==> config.mk <==
export PLATFORM = sky130hd
export DESIGN_NAME = run_controller
export DESIGN_NICKNAME = d
export VERILOG_FILES = /design/src/rtl/run_ctrl_pkg.sv /design/src/rtl/sat_counter.sv /design/src/rtl/run_controller.sv
export SDC_FILE = /design/constraint.sdc
export NUM_CORES = 1
export LEC_CHECK = 0
export ABC_AREA = 0
export CAP_MARGIN = 25
export CELL_PAD_IN_SITES_DETAIL_PLACEMENT = 2
export CELL_PAD_IN_SITES_GLOBAL_PLACEMENT = 2
export CORE_ASPECT_RATIO = 2
export CORE_MARGIN = 3
export CORE_UTILIZATION = 27
export CTS_CLUSTER_DIAMETER = 200
export DETAILED_ROUTE_END_ITERATION = 6
export PLACE_DENSITY = 0.78
export SETUP_SLACK_MARGIN = 0.5
export SLEW_MARGIN = 20
export SYNTH_ARGS = -nofsm -noshare
export SYNTH_HDL_FRONTEND = slang
export SYNTH_SLANG_ARGS = --single-unit
==> constraint.sdc <==
create_clock -name clk -period 2.5 [get_ports clk]
set_input_delay 0.5 -clock clk [delete_from_list [all_inputs] [get_ports clk]]
set_output_delay 0.5 -clock clk [all_outputs]
set_load 0.05 [all_outputs]
==> src/rtl/run_ctrl_pkg.sv <==
// Shared types and default sizing for the run controller.
package run_ctrl_pkg;

    localparam int unsigned RST_HOLD_DEF   = 4;
    localparam int unsigned MAX_CYCLES_DEF = 10;
    localparam int unsigned CNT_W_DEF      = 32;

    typedef enum logic [2:0] {
        S_IDLE  = 3'd0,
        S_HOLD  = 3'd1,
        S_RUN   = 3'd2,
        S_PAUSE = 3'd3,
        S_STEP  = 3'd4,
        S_DONE  = 3'd5
    } state_t;

endpackage

==> src/rtl/sat_counter.sv <==
// Saturating up-counter with synchronous reset and clear.
module sat_counter #(
    parameter int unsigned WIDTH = 32
) (
    input  logic             clk,
    input  logic             rst,
    input  logic             clr,
    input  logic             inc,
    output logic [WIDTH-1:0] count
);

    always_ff @(posedge clk) begin
        if (rst || clr) begin
            count <= '0;
        end else if (inc && (count != '1)) begin
            count <= count + WIDTH'(1);
        end
    end

endmodule

==> src/rtl/run_controller.sv <==
// Processor-core run controller: reset hold, free run, single step, budgeted stop.
// Optional stall counting is enabled by defining RUN_CTRL_PERF_EN.
module run_controller
    import run_ctrl_pkg::*;
#(
    parameter int unsigned RST_HOLD   = RST_HOLD_DEF,
    parameter int unsigned MAX_CYCLES = MAX_CYCLES_DEF,
    parameter int unsigned CNT_W      = CNT_W_DEF
) (
    input  logic             clk,
    input  logic             rst,
    input  logic             start,
    input  logic             step_mode,
    input  logic             step,
    input  logic             halt_in,
    input  logic             stall_in,
    output logic             core_rst,
    output logic             core_en,
    output logic             running,
    output logic             done,
    output logic             timeout,
    output logic [CNT_W-1:0] cycle_cnt,
    output logic [CNT_W-1:0] stall_cnt
);

    localparam int unsigned       HOLD_W     = (RST_HOLD > 1) ? $clog2(RST_HOLD) : 1;
    localparam logic [HOLD_W-1:0] HOLD_LAST  = HOLD_W'(RST_HOLD - 1);
    localparam logic [CNT_W-1:0]  LAST_CYCLE = CNT_W'(MAX_CYCLES - 1);

    state_t            state;
    state_t            state_n;
    logic [HOLD_W-1:0] hold_cnt;
    logic              launch_c;
    logic              timeout_n;

    // Next-state decode; launch_c clears the run counters on the same edge.
    always_comb begin
        state_n   = state;
        timeout_n = timeout;
        launch_c  = 1'b0;
        case (state)
            S_IDLE, S_DONE: begin
                if (start) begin
                    state_n   = S_HOLD;
                    timeout_n = 1'b0;
                    launch_c  = 1'b1;
                end
            end
            S_HOLD: begin
                if (hold_cnt == HOLD_LAST) begin
                    state_n = step_mode ? S_PAUSE : S_RUN;
                end
            end
            S_RUN, S_STEP: begin
                if (halt_in) begin
                    state_n   = S_DONE;
                    timeout_n = 1'b0;
                end else if (cycle_cnt == LAST_CYCLE) begin
                    state_n   = S_DONE;
                    timeout_n = 1'b1;
                end else if ((state == S_STEP) || step_mode) begin
                    state_n = S_PAUSE;
                end
            end
            S_PAUSE: begin
                if (!step_mode) begin
                    state_n = S_RUN;
                end else if (step) begin
                    state_n = S_STEP;
                end
            end
            default: state_n = S_IDLE;
        endcase
    end

    // State and Moore outputs, registered from the next state.
    always_ff @(posedge clk) begin
        if (rst) begin
            state    <= S_IDLE;
            hold_cnt <= '0;
            core_rst <= 1'b1;
            core_en  <= 1'b0;
            running  <= 1'b0;
            done     <= 1'b0;
            timeout  <= 1'b0;
        end else begin
            state    <= state_n;
            hold_cnt <= (state == S_HOLD) ? hold_cnt + HOLD_W'(1) : '0;
            core_rst <= (state_n == S_IDLE) || (state_n == S_HOLD);
            core_en  <= (state_n == S_RUN) || (state_n == S_STEP);
            running  <= (state_n == S_RUN) || (state_n == S_PAUSE) || (state_n == S_STEP);
            done     <= (state_n == S_DONE);
            timeout  <= timeout_n;
        end
    end

    sat_counter #(.WIDTH(CNT_W)) u_cycle_cnt (
        .clk   (clk),
        .rst   (rst),
        .clr   (launch_c),
        .inc   (core_en),
        .count (cycle_cnt)
    );

`ifdef RUN_CTRL_PERF_EN
    sat_counter #(.WIDTH(CNT_W)) u_stall_cnt (
        .clk   (clk),
        .rst   (rst),
        .clr   (launch_c),
        .inc   (core_en && stall_in),
        .count (stall_cnt)
    );
`else
    logic unused_stall_in;
    assign unused_stall_in = stall_in;
    assign stall_cnt       = '0;
`endif

endmodule

==> flow_summary.toml <==
[yosys]
ys_seq_elements = 42
synth_most_common_cell = "dfxtp_1"
synthTopCellsByCount = "dfxtp_1 (42), buf_4 (34), nand2_1 (25)"
synth_top_area_share = 0.332
synth_cell_types = 54
syn_inst = 305
post-synth-top-area-cell = "dfxtp_1"
ys_top_cells_by_area = "dfxtp_1 (33%), buf_4 (10%), a21oi_1 (4.4%)"
synth_area_sq_mm = 0.00253
syn_avg_cell_area_sq_um = 8.29
ys_async_sr_fraction = 0
yosysSeqAreaShare = 0.332
synth_flop_cell = "dfxtp_1"
yosys_warnings = 0
synth_edf_count = 0

[clocking]
cts_htree_levels = 2
cts_hold_buffers = 0
clk_pin_slew_ps = 60
cts_root_buf = "clkbuf_16"
clk_latency_ps = 290
clock_sinks = 42
cts_max_path_buffers = 2
numCtsBuffers = 5
tritoncts = "built"

[critical_path]
timing.rr.end = "u_cycle_cnt.count[25]$_SDFFE_PP0P_"
start_kind = "register"
cp-end-kind = "register"
crit_fanout = 6
setup.worst_path.start = "u_cycle_cnt.count[14]$_SDFFE_PP0P_"
critPathCapture = "u_cycle_cnt.count[25]$_SDFFE_PP0P_"
r2r_cells = 6
r2r-start = "u_cycle_cnt.count[14]$_SDFFE_PP0P_"
cp_data_arrival_time_ps = 2120
crit_required_ps = 2640
critPathKind = "reg -> reg"
ff2ff_setup_slack_ps = 520

[floorplan]
std_cell_rows = 49
dieArea_sq_mm = 0.0106
die_h_um = 143
die_w_um = 74.4
start_util = 0.279
core_region_area_sq_mm = 0.00907
ios = 76

[route]
post_drt_wl_per_cell_um = 19.3
drt-pass1-iter-count = 4
vias = 2507
drc = 0
wl_um = 8910
ant_nets = 0
viasPerCell = 5.44
drtIter0Drc = 78

[layout]
regArea_sq_um = 908
nFillCells = 1057
multiInputGateArea_sq_mm = 0.00154
area_growth_pct = 30.5
final_layout_size_suffix_gt1_frac = 0.212
utilization = 0.364
nets = 368
insertedDiodeCount = 0
design_area_sq_mm = 0.00330

[pwr]
switching_share = 0.287
seqPwrFrac = 0.440
power_frac_comb = 0.118
clockPowerShare = 0.442
leakagePower_uw = 0.00147
cellInternalPower_uw = 1080
p_per_area_mw_per_mm2 = 459
peakVddDrop_mv = 0.410
power.net_switching_uw = 435

[sta]
max-slew-margin-rel = 0.643
finalMaxSlewViolations = 0
tns_ps = 0
fmax_ghz = 0.506
fin_crit_sh = 0.790
final-setup-viol-count = 0
tightestPinTransition_ps = 534
fin_crit_ps = 1980
finClkSkew_ps = 3.24
rsz0062_at_grt = "yes"
hold_viol = 0
worst_slack_ps = 525

[outcome]
status = "finished, final reports clean"

[grt]
grt_start_max_net_pins = 23
grt_pass1_vias = 2666
overflow = 0
grt_pass1_wl_um = 13700
antenna_found_initial = 0
track_usage = 0.167

[place]
dp_slack_ps = 205
port_buffers = 42
place_area_sq_mm = 0.00300
place_congestion = 0.858
dp_hpwl_um = 6420

[min_path]
min_path_type = "reg -> reg"

[run]
drv_cap = 0
## cells in the final DEF (no fill, tap or decap), types with 11 or more instances in the layout
cell type / count
a21oi_1: 22
buf_4: 19
conb_1: 32
dfxtp_2: 21
dfxtp_4: 11
dlygate4sd2_1: 22
nand2_1: 25
nand3_1: 11
nand4_1: 11
nor2_1: 19
nor4_1: 11
## critical path, stage by stage, from the launching register on
cell	delay, ps
dfxtp_2	390
and2_1	230
buf_4	160
and2_1	210
nand4_1	220
o311ai_0	490
nand2_1	130
## metal layers
metal	GRT usage	vias up	part of all wire
met2	0.327	54	0.57
met1	0.163	1268	0.36
met5	0	-	0
li1	-	1172	-
met3	0.0268	13	0.030
met4	0.0675	0	0.035
## sequential cells by signal, summed over array words and instances, names as in the netlist
register,cells
running,1
hold_cnt,2
done,1
u_cycle_cnt.count,32
state,3
core_rst,1
core_en,1
timeout,1
## through the flow
step	total power, uW	hold slack, ps	cells
after floorplan	871	407	336
after global placement	859	415	442
after detailed placement	862	440	442
after CTS	1540	448	451
after global routing	1570	486	461
final	1520	460	461
## cells by family (layout without fill, tap and decap cells)
kind of cell	after synthesis	in the layout	share of synthesized area
buf+inv	51	74	0.130
xor+xnor	5	5	0.0173
other cells	1	32	0.00148
mux	3	3	0.0119
compound gates	72	72	0.193
fa+ha+maj	3	3	0.0148
simple gates	128	128	0.299
flops	42	42	0.332
## how the worst min path moves through the flow
stage	end	startpoint	slack (ps)	cells after the start
floorplan	hold_cnt[0]$_SDFF_PP0_	hold_cnt[0]$_SDFF_PP0_	410	1
global placement	hold_cnt[0]$_SDFF_PP0_	hold_cnt[0]$_SDFF_PP0_	420	1
detailed placement	hold_cnt[0]$_SDFF_PP0_	hold_cnt[0]$_SDFF_PP0_	440	1
CTS	hold_cnt[0]$_SDFF_PP0_	hold_cnt[0]$_SDFF_PP0_	450	1
global route	hold_cnt[0]$_SDFF_PP0_	hold_cnt[0]$_SDFF_PP0_	490	1
finish	hold_cnt[0]$_SDFF_PP0_	hold_cnt[0]$_SDFF_PP0_	460	1
## power by group through the flow
stage | Clock, uW | Sequential, uW | Combinational [uW]
2_1_floorplan | 0 | 683 | 188
3_3_place_gp | 0 | 688 | 171
3_5_place_dp | 0 | 688 | 174
4_1_cts | 688 | 672 | 176
5_1_grt | 714 | 666 | 190
6_report | 670 | 666 | 179
## layout make-up
class,instances,share of cell area
repair buffers,61,0.170
flip-flops and latches,42,0.275
clock buffers,6,0.0421
inverters,5,0.00569
multi-input cells,243,0.466
clock inverters,2,0.00227
well taps,102,0.0387
## what timing repair did
action / in CTS / in global routing
setup buffers: 1 / 10
gates resized for setup: 31 / 24
pin swaps: 2 / 8
endpoints found under the setup margin: 46 / 29
Note: power is estimated with default switching activity, not from simulation.
